## src/rtl/dds_pkg.sv

```systemverilog
// Shared constants and types for the DDS phase-accumulator address generator.
package dds_pkg;

    localparam int ACC_W_DEF  = 32;
    localparam int ADDR_W_DEF = 11;

    typedef enum logic [1:0] {
        IDLE,
        RUN,
        PEND
    } dds_acc_state_t;

    // x^8+x^6+x^5+x^4+1 -> feedback from bits 7,5,4,3
    localparam logic [7:0] LFSR_SEED = 8'h01;
    localparam logic [7:0] LFSR_TAPS = 8'hB8;

endpackage

```

## src/rtl/dds_lfsr8.sv

```systemverilog
// 8-bit Fibonacci LFSR used as the phase dither source; holds when en is low.
module dds_lfsr8
    import dds_pkg::*;
(
    input  logic       clk,
    input  logic       rst_n,
    input  logic       en,
    output logic [7:0] q
);

    logic fb;

    assign fb = ^(q & LFSR_TAPS);

    always_ff @(posedge clk or negedge rst_n) begin
        if (!rst_n)  q <= LFSR_SEED;
        else if (en) q <= {q[6:0], fb};
    end

endmodule

```

## src/rtl/dds_phase_acc.sv

```systemverilog
// Phase accumulator feeding the DDS ROM address; FTW changes made while running
// take effect at the next accumulator wrap. Optional dither under DDS_DITHER_EN.
module dds_phase_acc
    import dds_pkg::*;
#(
    parameter int ACC_W  = ACC_W_DEF,
    parameter int ADDR_W = ADDR_W_DEF
) (
    input  logic              Fg_CLK,
    input  logic              RESETn,
    input  logic [ACC_W-1:0]  ftw_data,
    input  logic              ftw_valid,
    output logic              ftw_ready,
    input  logic [ACC_W-1:0]  phase_ofs,
    input  logic              run,
    input  logic              sync_clr,
    output logic [ADDR_W-1:0] Address,
    output logic              addr_valid,
    output logic              wrap
);

    dds_acc_state_t   st, st_nxt;
    logic [ACC_W-1:0] acc, acc_nxt;
    logic [ACC_W-1:0] ftw_act, act_nxt;
    logic [ACC_W-1:0] ftw_shd, shd_nxt;
    logic [ACC_W:0]   sum;
    logic [ACC_W-1:0] p;
    logic             xfer, adding, carry;

    assign ftw_ready = (st != PEND);
    assign xfer      = ftw_valid & ftw_ready;
    assign adding    = (st != IDLE) & run;
    assign sum       = {1'b0, acc} + {1'b0, ftw_act};
    assign carry     = adding & sum[ACC_W];

`ifdef DDS_DITHER_EN
    localparam int DSH = ACC_W - ADDR_W - 8;
    logic [7:0] dith;

    dds_lfsr8 u_lfsr (
        .clk   (Fg_CLK),
        .rst_n (RESETn),
        .en    (st != IDLE),
        .q     (dith)
    );

    assign p = acc + phase_ofs + ({{(ACC_W-8){1'b0}}, dith} << DSH);
`else
    assign p = acc + phase_ofs;
`endif

    always_comb begin
        st_nxt  = st;
        act_nxt = ftw_act;
        shd_nxt = ftw_shd;
        acc_nxt = acc;
        if (adding) acc_nxt = sum[ACC_W-1:0];
        if (sync_clr) acc_nxt = '0;
        case (st)
            IDLE: begin
                if (xfer) act_nxt = ftw_data;
                if (run)  st_nxt  = RUN;
            end
            RUN: begin
                // a transfer coinciding with a wrap still waits for the next wrap
                if (xfer) begin
                    shd_nxt = ftw_data;
                    st_nxt  = PEND;
                end else if (!run) begin
                    st_nxt = IDLE;
                end
            end
            PEND: begin
                if (sync_clr || !run || carry) begin
                    act_nxt = ftw_shd;
                    st_nxt  = run ? RUN : IDLE;
                end
            end
            default: st_nxt = IDLE;
        endcase
    end

    always_ff @(posedge Fg_CLK or negedge RESETn) begin
        if (!RESETn) begin
            st         <= IDLE;
            acc        <= '0;
            ftw_act    <= '0;
            ftw_shd    <= '0;
            Address    <= '0;
            addr_valid <= 1'b0;
            wrap       <= 1'b0;
        end else begin
            st         <= st_nxt;
            acc        <= acc_nxt;
            ftw_act    <= act_nxt;
            ftw_shd    <= shd_nxt;
            Address    <= p[ACC_W-1 -: ADDR_W];
            addr_valid <= (st != IDLE);
            wrap       <= carry & ~sync_clr;
        end
    end

endmodule

```

## config.mk

```make
export PLATFORM = sky130hd
export DESIGN_NAME = dds_phase_acc
export DESIGN_NICKNAME = d
export VERILOG_FILES = /design/src/rtl/dds_pkg.sv /design/src/rtl/dds_lfsr8.sv /design/src/rtl/dds_phase_acc.sv
export SDC_FILE = /design/constraint.sdc
export NUM_CORES = 1
export LEC_CHECK = 0
export ABC_CLOCK_PERIOD_IN_PS = 2900
export BUFFER_PORTS_ARGS = -buffer_cell sky130_fd_sc_hd__clkbuf_2
export CAP_MARGIN = 20
export CELL_PAD_IN_SITES_DETAIL_PLACEMENT = 0
export CELL_PAD_IN_SITES_GLOBAL_PLACEMENT = 2
export CORE_MARGIN = 2
export CORE_UTILIZATION = 30
export CTS_CLUSTER_DIAMETER = 60
export DETAILED_ROUTE_END_ITERATION = 10
export PLACE_DENSITY_LB_ADDON = 0.1
export SKIP_LAST_GASP = 1
export SLEW_MARGIN = 20
export SYNTH_ARGS = -nofsm -noshare
export SYNTH_HDL_FRONTEND = slang
export SYNTH_SLANG_ARGS = --single-unit
```

## constraint.sdc

```tcl
create_clock -name Fg_CLK -period 2.9 [get_ports Fg_CLK]
set_input_delay 0.29 -clock Fg_CLK [delete_from_list [all_inputs] [get_ports Fg_CLK]]
set_output_delay 0.29 -clock Fg_CLK [all_outputs]
set_load 0.05 [all_outputs]
```

* Word-level counts from Yosys, hierarchy flattened *
Index checks and enable logic that the tools add are counted.

storage, ports and cells
  logic and storage cells = 42
  memory bits (writable) = 0
  bits in registers = 111
  ROM bits = 0
  output and inout bits = 14
  memories kept = 0
  bits in latches = 0

cells by class
  reduce and logical (&&, ||, !) cells = 10
  mux-type cells = 11
  shifts and indexed selects = 0
  divide/modulo/power cells = 0
  add/subtract/negate cells = 2
  equal/unequal tests = 7
  order comparisons = 0
  bitwise logic cells = 5
  $mul = 0

operator list
  operator                                                                number
  32-bit 2-to-1 mux                                                       4
  32-bit case mux with 2 select lines                                     1
  32-bit by 32-bit adder with 33-bit output                               1
  32-bit adder                                                            1
  2-bit 2-to-1 mux                                                        4
  2-bit inequality test (second input constant)                           4
  2-bit case mux with 3 select lines                                      1
  3-bit AND reduction                                                     2
  2-bit nonzero test                                                      3
  1-bit AND                                                               4
  3-bit inequality test (second input constant)                           1
  2-bit by 1-bit equality test with 1-bit output (second input constant)  1
  2-bit equality test (second input constant)                             1
  2-bit logical NOT                                                       1
  1-bit logical OR                                                        2
  2-bit AND reduction                                                     1
  1-bit logical NOT                                                       1
  1-bit 2-to-1 mux                                                        1
  1-bit NOT                                                               1

* Depth between registers and ports, before layout *
Gate-level depths: netlist of run 1.

  word-level depth = 6
  depth in mapped cells = 13

* Least setup slack after synthesis of run 1 *
Ideal clock, no wire load.

  path type = register to register
  start = reg acc[0]
  end = reg ftw_act[20]
  setup time = 0.082 ns
  required time = 2.818 ns
  clock period less this slack = 2.784 ns
  setup slack = 0.116 ns
  path buffers = 1
  cell stages (with the launch flop) = 14
  arrival time = 2.702 ns
  path through = dfrtp_1 -> ha_1 -> inv_1 -> fa_1 -> nor2b_1 -> o2111ai_1 -> a211oi_2 -> o31ai_2 -> nand3_1 -> a311oi_2 -> a41oi_2 -> clkbuf_1 -> nor2_1 -> a31oi_1

between the ends
  longest elaborated chain between the ends = 5

ends and longest elaborated chain
  item                                       RTL line             RTL
  start: declaration                         dds_phase_acc.sv:23  logic [ACC_W-1:0] acc, acc_nxt;
  start signal: assignment                   dds_phase_acc.sv:94  acc <= acc_nxt;
  32-bit by 32-bit adder with 33-bit output  dds_phase_acc.sv:33  assign sum = {1'b0, acc} + {1'b0, ftw_act};
  1-bit AND                                  dds_phase_acc.sv:34  assign carry = adding & sum[ACC_W];
  1-bit logical OR                           dds_phase_acc.sv:74  if (sync_clr || !run || carry) begin
  2-bit inequality test (no source line)     n/a
  3-bit AND reduction (no source line)       n/a
  end signal: assignment                     dds_phase_acc.sv:95  ftw_act <= act_nxt;
  end: declaration                           dds_phase_acc.sv:24  logic [ACC_W-1:0] ftw_act, act_nxt;

No other way between the ends.
A chain may end at the register's enable or synchronous reset.

* Worst setup path after layout of run 1 *
  start = reg ftw_act[0]
  end = reg ftw_act[1]

between the ends
  longest elaborated chain between the ends = 5

ends and longest elaborated chain
  item                                       RTL line
  32-bit by 32-bit adder with 33-bit output  dds_phase_acc.sv:33
  1-bit AND                                  dds_phase_acc.sv:34
  1-bit logical OR                           dds_phase_acc.sv:74
  2-bit inequality test (no source line)     n/a
  3-bit AND reduction (no source line)       n/a

No other way between the ends.

==> flow_metrics.tcl, run 1 <==
set metrics [dict create \
    status "finished with violations" \
    violations "hold timing" \
    vias 5730 \
    io_pins 83 \
    cp_cell_sequence "ha_2 > inv_2 > fa_2 > nor2b_4 > o2111ai_4 > a211oi_4 > o31ai_4 > nand3_2 > a311oi_4 > a41oi_4 > buf_6 > clkbuf_16 > nor2_2 > a31oi_1" \
    grt_first_pass_wirelength_um 31050 \
    tns_ps 0 \
    worstSetupEndpointType "flip-flop" \
    grt_pass1_vias 5843 \
    ir_worst_vdd_uv 310.1 \
    synth_area_um2 6814 \
    drc 0 \
    p_leak_nw 4.003 \
    crit_family "compound AO/OA/AOI/OAI gates" \
    cap_violations 0 \
    cts_tree "built" \
    yosys_warnings 0 \
    crit_fanout 6 \
    clockBufferDepth 2 \
    nets 1001 \
    start_util_pct 30.37 \
    fin_crit_ps 2840 \
    viasPerCell 4.944 \
    cts.clk_slew.worst_paths_ps 80 \
    fin_worst_skew_ps 12.74 \
    first_pass_iters 4 \
    drive_above_1_share_pct 29.29 \
    slew_viol_final 0 \
    rsz0062_at_grt "true" \
    max_freq_mhz 352.2 \
    grt_max_degree 49 \
    die_h_um 154.7 \
    synth-async-reset-ratio_pct 100.0 \
    synth_edf_count 0 \
    slew_headroom_pct 52.90 \
    worst_ep_arrival_time_ps 3120 \
    finalCritPeriodShare_pct 97.92 \
    first_iter_violations 249 \
    synth_seq_cells 111 \
    p_per_area_nw_per_um2 900.0 \
    port_buffers 82 \
    tightestPinTransition_ps 706.4 \
    utilization_pct 38.58 \
    diodes 0 \
    seq_area_frac_synth_pct 40.76 \
    die_area_um2 23940 \
    cts_root_buffer "clkbuf_16" \
    wl_per_cell_um 16.64 \
    antenna_found_initial 0 \
    setup_viol 0 \
    postSynthCellCount 742 \
    crit_required_ps 3180 \
    critPathSlowestCell "fa_2" \
    hp-class "input port to async pin" \
    synthFlopType "dfrtp_1" \
    mappedNetlistNets 874 \
    criticalPathCategory "flip-flop to flip-flop" \
    rows 55 \
    critPathMaxStageDelay_ps 380 \
    ys_types 57 \
    htreeDepth 3 \
    synthToLayoutAreaGrowth_pct 27.01 \
    finalHoldViolations 22 \
    ant_nets 0 \
    overflow 0 \
    clock_sinks 111 \
    worstSetupStartpointType "flip-flop" \
    cts_buffers 9 \
    place.gp.congestion 0.7943 \
    die_x_um 154.7 \
    dp_hpwl_um 13800 \
    drt-total-wl_um 19280 \
    insertion_delay_ps 360 \
    crit_buf_inv 3 \
    synth.avg_cell_area_um2 9.183 \
    hold_buffers 0 \
    track_usage_pct 16.41 \
    whs_ps -28.49 \
    core_um2 22430 \
]
==> sequential cells by signal (all words and copies together) (netlist names) <==
register / count
acc: 32
ftw_act: 32
ftw_shd: 32
Address: 11
st: 2
addr_valid: 1
wrap: 1
==> synthesized netlist by cell type (2+ instances only) <==
cell | count | share of area, %
nand2_1 | 144 | 7.9
dfrtp_1 | 111 | 41
a21oi_1 | 64 | 4.7
ha_1 | 62 | 11
nor2_1 | 57 | 3.1
a31oi_1 | 34 | 3.1
mux2_2 | 32 | 5.3
clkbuf_1 | 24 | 1.3
xnor2_1 | 24 | 3.1
o21ai_0 | 23 | 1.7
a21o_1 | 22 | 2.4
inv_1 | 17 | 0.94
nand3_1 | 13 | 0.95
xor2_1 | 12 | 1.5
a211oi_1 | 11 | 1.2
nor3_1 | 10 | 0.73
o21a_1 | 10 | 1.1
nor2b_1 | 8 | 0.73
o21bai_1 | 7 | 0.77
nand4_1 | 5 | 0.46
buf_2 | 4 | 0.29
and2_1 | 3 | 0.28
o211ai_1 | 3 | 0.33
or2_2 | 3 | 0.28
a311oi_2 | 2 | 0.44
nor4b_1 | 2 | 0.26
o2111ai_1 | 2 | 0.26
o221ai_1 | 2 | 0.26
o311ai_0 | 2 | 0.26
o31ai_1 | 2 | 0.22
==> power by group <==
part / switching (mW) / internal [mW]
Sequential: 0.390 / 2.04
Clock: 0.636 / 0.622
Combinational: 2.26 / 1.84
Total: 3.29 / 4.50
==> cells by family (layout without fill, tap and decap cells) <==
group                      after synthesis  count (layout)  share of synthesized area, %
and+or+nand+nor                        252             252                         15.59
AOI/OAI and AO/OA                      201             201                         19.39
DFF                                    111             111                         40.76
adders and majority gates               63              63                         11.68
buffers and inverters                   47             179                         2.662
xor gates and xnor gates                36              36                         4.627
muxes                                   32              32                         5.288
==> worst paths after layout <==
check | start | to | slack, ps | cells after the start
max in group asynchronous | RESETn | ftw_shd[19]$_DFFE_PN0P_ | 2160 | 2
worst max-delay path | ftw_act[0]$_DFFE_PN0P_ | ftw_act[1]$_DFFE_PN0P_ | 60 | 14
worst min-delay path | RESETn | Address[3]$_DFF_PN0_ | -30 | 1
min in group Fg_CLK | ftw_data[9] | ftw_act[9]$_DFFE_PN0P_ | 170 | 3
worst max register to register | ftw_act[0]$_DFFE_PN0P_ | ftw_act[1]$_DFFE_PN0P_ | 60 | 14
worst min register to register | ftw_shd[17]$_DFFE_PN0P_ | ftw_shd[17]$_DFFE_PN0P_ | 510 | 1
==> timing repair <==
| item | in CTS | in global routing |
|---|---|---|
| setup buffers | 3 | 9 |
| setup endpoints to repair | 38 | 45 |
| cloned | 1 | 2 |
| pin swaps | 6 | 20 |
| gates resized for setup | 8 | 61 |
==> worst reg2reg max path, cell delays in order (launching register included) <==
cell,delay (ps)
dfrtp_1,360
ha_2,190
inv_2,40
fa_2,380
nor2b_4,160
o2111ai_4,170
a211oi_4,290
o31ai_4,120
nand3_2,120
a311oi_4,120
a41oi_4,280
buf_6,180
clkbuf_16,170
nor2_2,40
a31oi_1,140
==> per-layer routing <==
| metal | track usage [%] | part of all wire [%] | routed length, um | vias to the layer above |
|---|---|---|---|---|
| li1 | - | - | - | 2922 |
| met5 | 0 | 0 | 0 | - |
| met1 | 23.60 | 52 | 9997 | 2705 |
| met4 | 4.630 | 1.4 | 262 | 0 |
| met3 | 2.494 | 3.1 | 602 | 15 |
| met2 | 25.62 | 44 | 8421 | 88 |
==> final cells by class <==
cell class	instances	area [um2]
Timing Repair Buffer	145	991.0
Sequential cell	111	2780
Tap cell	285	356.6
Inverter	18	67.56
Clock inverter	6	52.55
Fill cell	2302	13780
Multi-Input combinational cell	584	4168
Clock buffer	10	239.0
==> cell usage in the layout (no fill, tap or decap), types with 22 or more instances in the layout <==
| cell type | Yosys | routed |
|---|---|---|
| nand2_1 | 144 | 143 |
| dfrtp_1 | 111 | 109 |
| clkbuf_2 | 0 | 81 |
| a21oi_1 | 64 | 56 |
| buf_4 | 0 | 55 |
| ha_1 | 62 | 53 |
| nor2_1 | 57 | 49 |
| mux2_2 | 32 | 32 |
| a31oi_1 | 34 | 28 |
| xnor2_1 | 24 | 24 |
| a21o_1 | 22 | 22 |
==> stage by stage <==
stage | instances | worst slack [ps] | cell area, um2 | total power, mW
floorplan | 742 | 116.3 | 6814 | 4.990
global placement | 1131 | -46.40 | 7904 | 6.166
detailed placement | 1131 | -60.76 | 7904 | 6.201
CTS | 1151 | -33.29 | 8289 | 7.573
global route | 1159 | -106.1 | 8655 | 8.453
finish | 1159 | 60.31 | 8655 | 7.790
(Power assumes the default switching activity.)
==> run 2, diff against run 1 <==
==> constraint.sdc (replaced) <==
create_clock -name Fg_CLK -period 2.9 [get_ports Fg_CLK]
set_input_delay 0.435 -clock Fg_CLK [delete_from_list [all_inputs] [get_ports Fg_CLK]]
set_output_delay 0.435 -clock Fg_CLK [all_outputs]
set_load 0.05 [all_outputs]
==> run 2 against run 1 <==
Net effect: the flow now finishes without violations; critical path depth decreased by 1; die area did not move; sequential power barely moved; sequential share of layout area decreased by 1.7 points; flip-flop and latch count did not move; utilization up 2.1 points; count of clock-buffer cells in the layout is the same; design area up 5.5%; cell count rose by 2.0%; via count rose by 3.2%; register-to-register slack got worse by 40 ps; combinational power grew 8.3%; largest cell class unchanged.
==> flow_metrics.tcl, run 2 (synthesized netlist as in run 1, its figures left out) <==
set metrics [dict create \
    diodes 0 \
    fin_crit_ps 2883 \
    slew_viol_final 0 \
    tns_ps 0 \
    port_buffers 82 \
    htreeDepth 3 \
    synthToLayoutAreaGrowth_pct 33.93 \
    finalCritPeriodShare_pct 99.42 \
    reg2reg_from "ftw_act[0]$_DFFE_PN0P_" \
    track_usage_pct 16.38 \
    setup_viol 0 \
    final_common_cell "nand2_1" \
    rows 55 \
    drt-total-wl_um 19690 \
    hold_buffers 0 \
    p_leak_nw 4.132 \
    clockBufferDepth 2 \
    hp-class "input port to async pin" \
    worstSetupEndpointType "flip-flop" \
    die_area_um2 23940 \
    die_x_um 154.7 \
    drc 0 \
    grt_pass1_vias 5822 \
    drive_above_1_share_pct 33.67 \
    power.total_mw 8.152 \
    grt_first_pass_wirelength_um 30900 \
    worstSetupStartpointType "flip-flop" \
    antenna_found_initial 0 \
    die_h_um 154.7 \
    rsz0062_at_grt "true" \
    reg_top3 "acc x32, ftw_act x32, ftw_shd x32" \
    tightestPinTransition_ps 621.0 \
    place.gp.congestion 0.8546 \
    ir_worst_vdd_uv 291.8 \
    io_pins 83 \
    rr_endpoint "ftw_act[10]$_DFFE_PN0P_" \
    vias 5914 \
    criticalPathCategory "flip-flop to flip-flop" \
    viasPerCell 5.003 \
    layout_common_cells "143 x nand2_1, 109 x dfrtp_1, 81 x clkbuf_2, 79 x buf_4, 58 x a21oi_1" \
    cts_buffers 9 \
    status "completed" \
    slew_headroom_pct 58.60 \
    nets 1024 \
    dp_hpwl_um 14160 \
    cts.clk_slew.worst_paths_ps 90 \
    cts_root_buffer "clkbuf_16" \
    clock_sinks 111 \
    cap_violations 0 \
    worst_ep_arrival_time_ps 3170 \
    first_pass_iters 4 \
    reg2reg_depth 13 \
    ant_nets 0 \
    start_util_pct 30.37 \
    first_iter_violations 228 \
    insertion_delay_ps 360 \
    core_um2 22430 \
    finalHoldViolations 0 \
    critPathMaxStageDelay_ps 390 \
    wl_per_cell_um 16.66 \
    cp_cell_sequence "ha_2 > inv_2 > fa_2 > nor2b_2 > o2111ai_2 > a211oi_2 > o31ai_2 > nand3_1 > a311oi_2 > a41oi_4 > buf_12 > clkbuf_16 > a31oi_4" \
    fin_worst_skew_ps 14.19 \
    grt_max_degree 71 \
    crit_required_ps 3190 \
    critPathSlowestCell "dfrtp_1" \
    p_per_area_nw_per_um2 893.2 \
    overflow 0 \
    max_freq_mhz 346.8 \
    cts_tree "built" \
    rrSetupSlack_ps 20 \
    crit_fanout 6 \
]
-- run 2: cell count changes in the layout (fill, tap and decap cells not counted), sizes merged --
cell	change
clkinvlp	-1
inv	+1
buf	+23
-- run 2: layer usage --
layer | global-route usage (%) | wire length [um]
met4 | 4.497 | 307
met3 | 2.690 | 748
met2 | 25.19 | 8600
met5 | 0 | 0
met1 | 23.82 | 10030
-- run 2: power breakdown --
part	switching [mW]	internal (mW)
clock	0.659	0.609
combinational	2.34	2.10
sequential	0.409	2.04
-- run 2: worst max path at each step --
stage / start / end / depth (start not counted)
after floorplan: acc[0]$_DFFE_PN0P_ / ftw_act[20]$_DFFE_PN0P_ / 13
after global routing: ftw_act[0]$_DFFE_PN0P_ / ftw_act[10]$_DFFE_PN0P_ / 13
after CTS: ftw_act[6]$_DFFE_PN0P_ / acc[31]$_DFFE_PN0P_ / 10
after global placement: ftw_act[2]$_DFFE_PN0P_ / acc[27]$_DFFE_PN0P_ / 12
after detailed placement: ftw_act[2]$_DFFE_PN0P_ / acc[31]$_DFFE_PN0P_ / 10
final: ftw_act[0]$_DFFE_PN0P_ / ftw_act[10]$_DFFE_PN0P_ / 13
-- run 2: repair_timing --
item                       in CTS  in global routing
pin swaps                       6                 22
setup endpoints to repair      39                 45
buffers inserted                5                  5
gates resized for setup        16                 74
gates cloned                    1                  3
-- run 2: worst max-delay path: cells and delay by family, from the launching register on --
| kind | cells | cell delay [ps] |
|---|---|---|
| AOI/OAI and AO/OA | 6 | 1350 |
| adders and majority gates | 2 | 400 |
| buffers and inverters | 3 | 420 |
| DFF | 1 | 390 |
| and+or+nand+nor | 2 | 240 |
-- run 2: layout make-up --
class / instances / area (um2)
flip-flops and latches: 111 / 2780
clock inverters: 6 / 62.56
fillers: 2268 / 13310
repair buffers: 168 / 1166
clock buffers: 10 / 229.0
multi-input cells: 584 / 4464
inverters: 18 / 67.56
well taps: 285 / 356.6
-- run 2: stage by stage --
step,instance area (um2),hold WS (ps),setup slack [ps],utilization [%],instances
after floorplan,6814,139.4,116.3,-,742
final,9126,75.20,16.88,40.68,1182
after global placement,8049,486.7,-98.57,35.88,1152
after global routing,9126,136.2,-114.0,40.68,1182
after detailed placement,8049,492.9,-157.9,35.88,1152
after CTS,8496,108.7,-50.94,37.87,1174
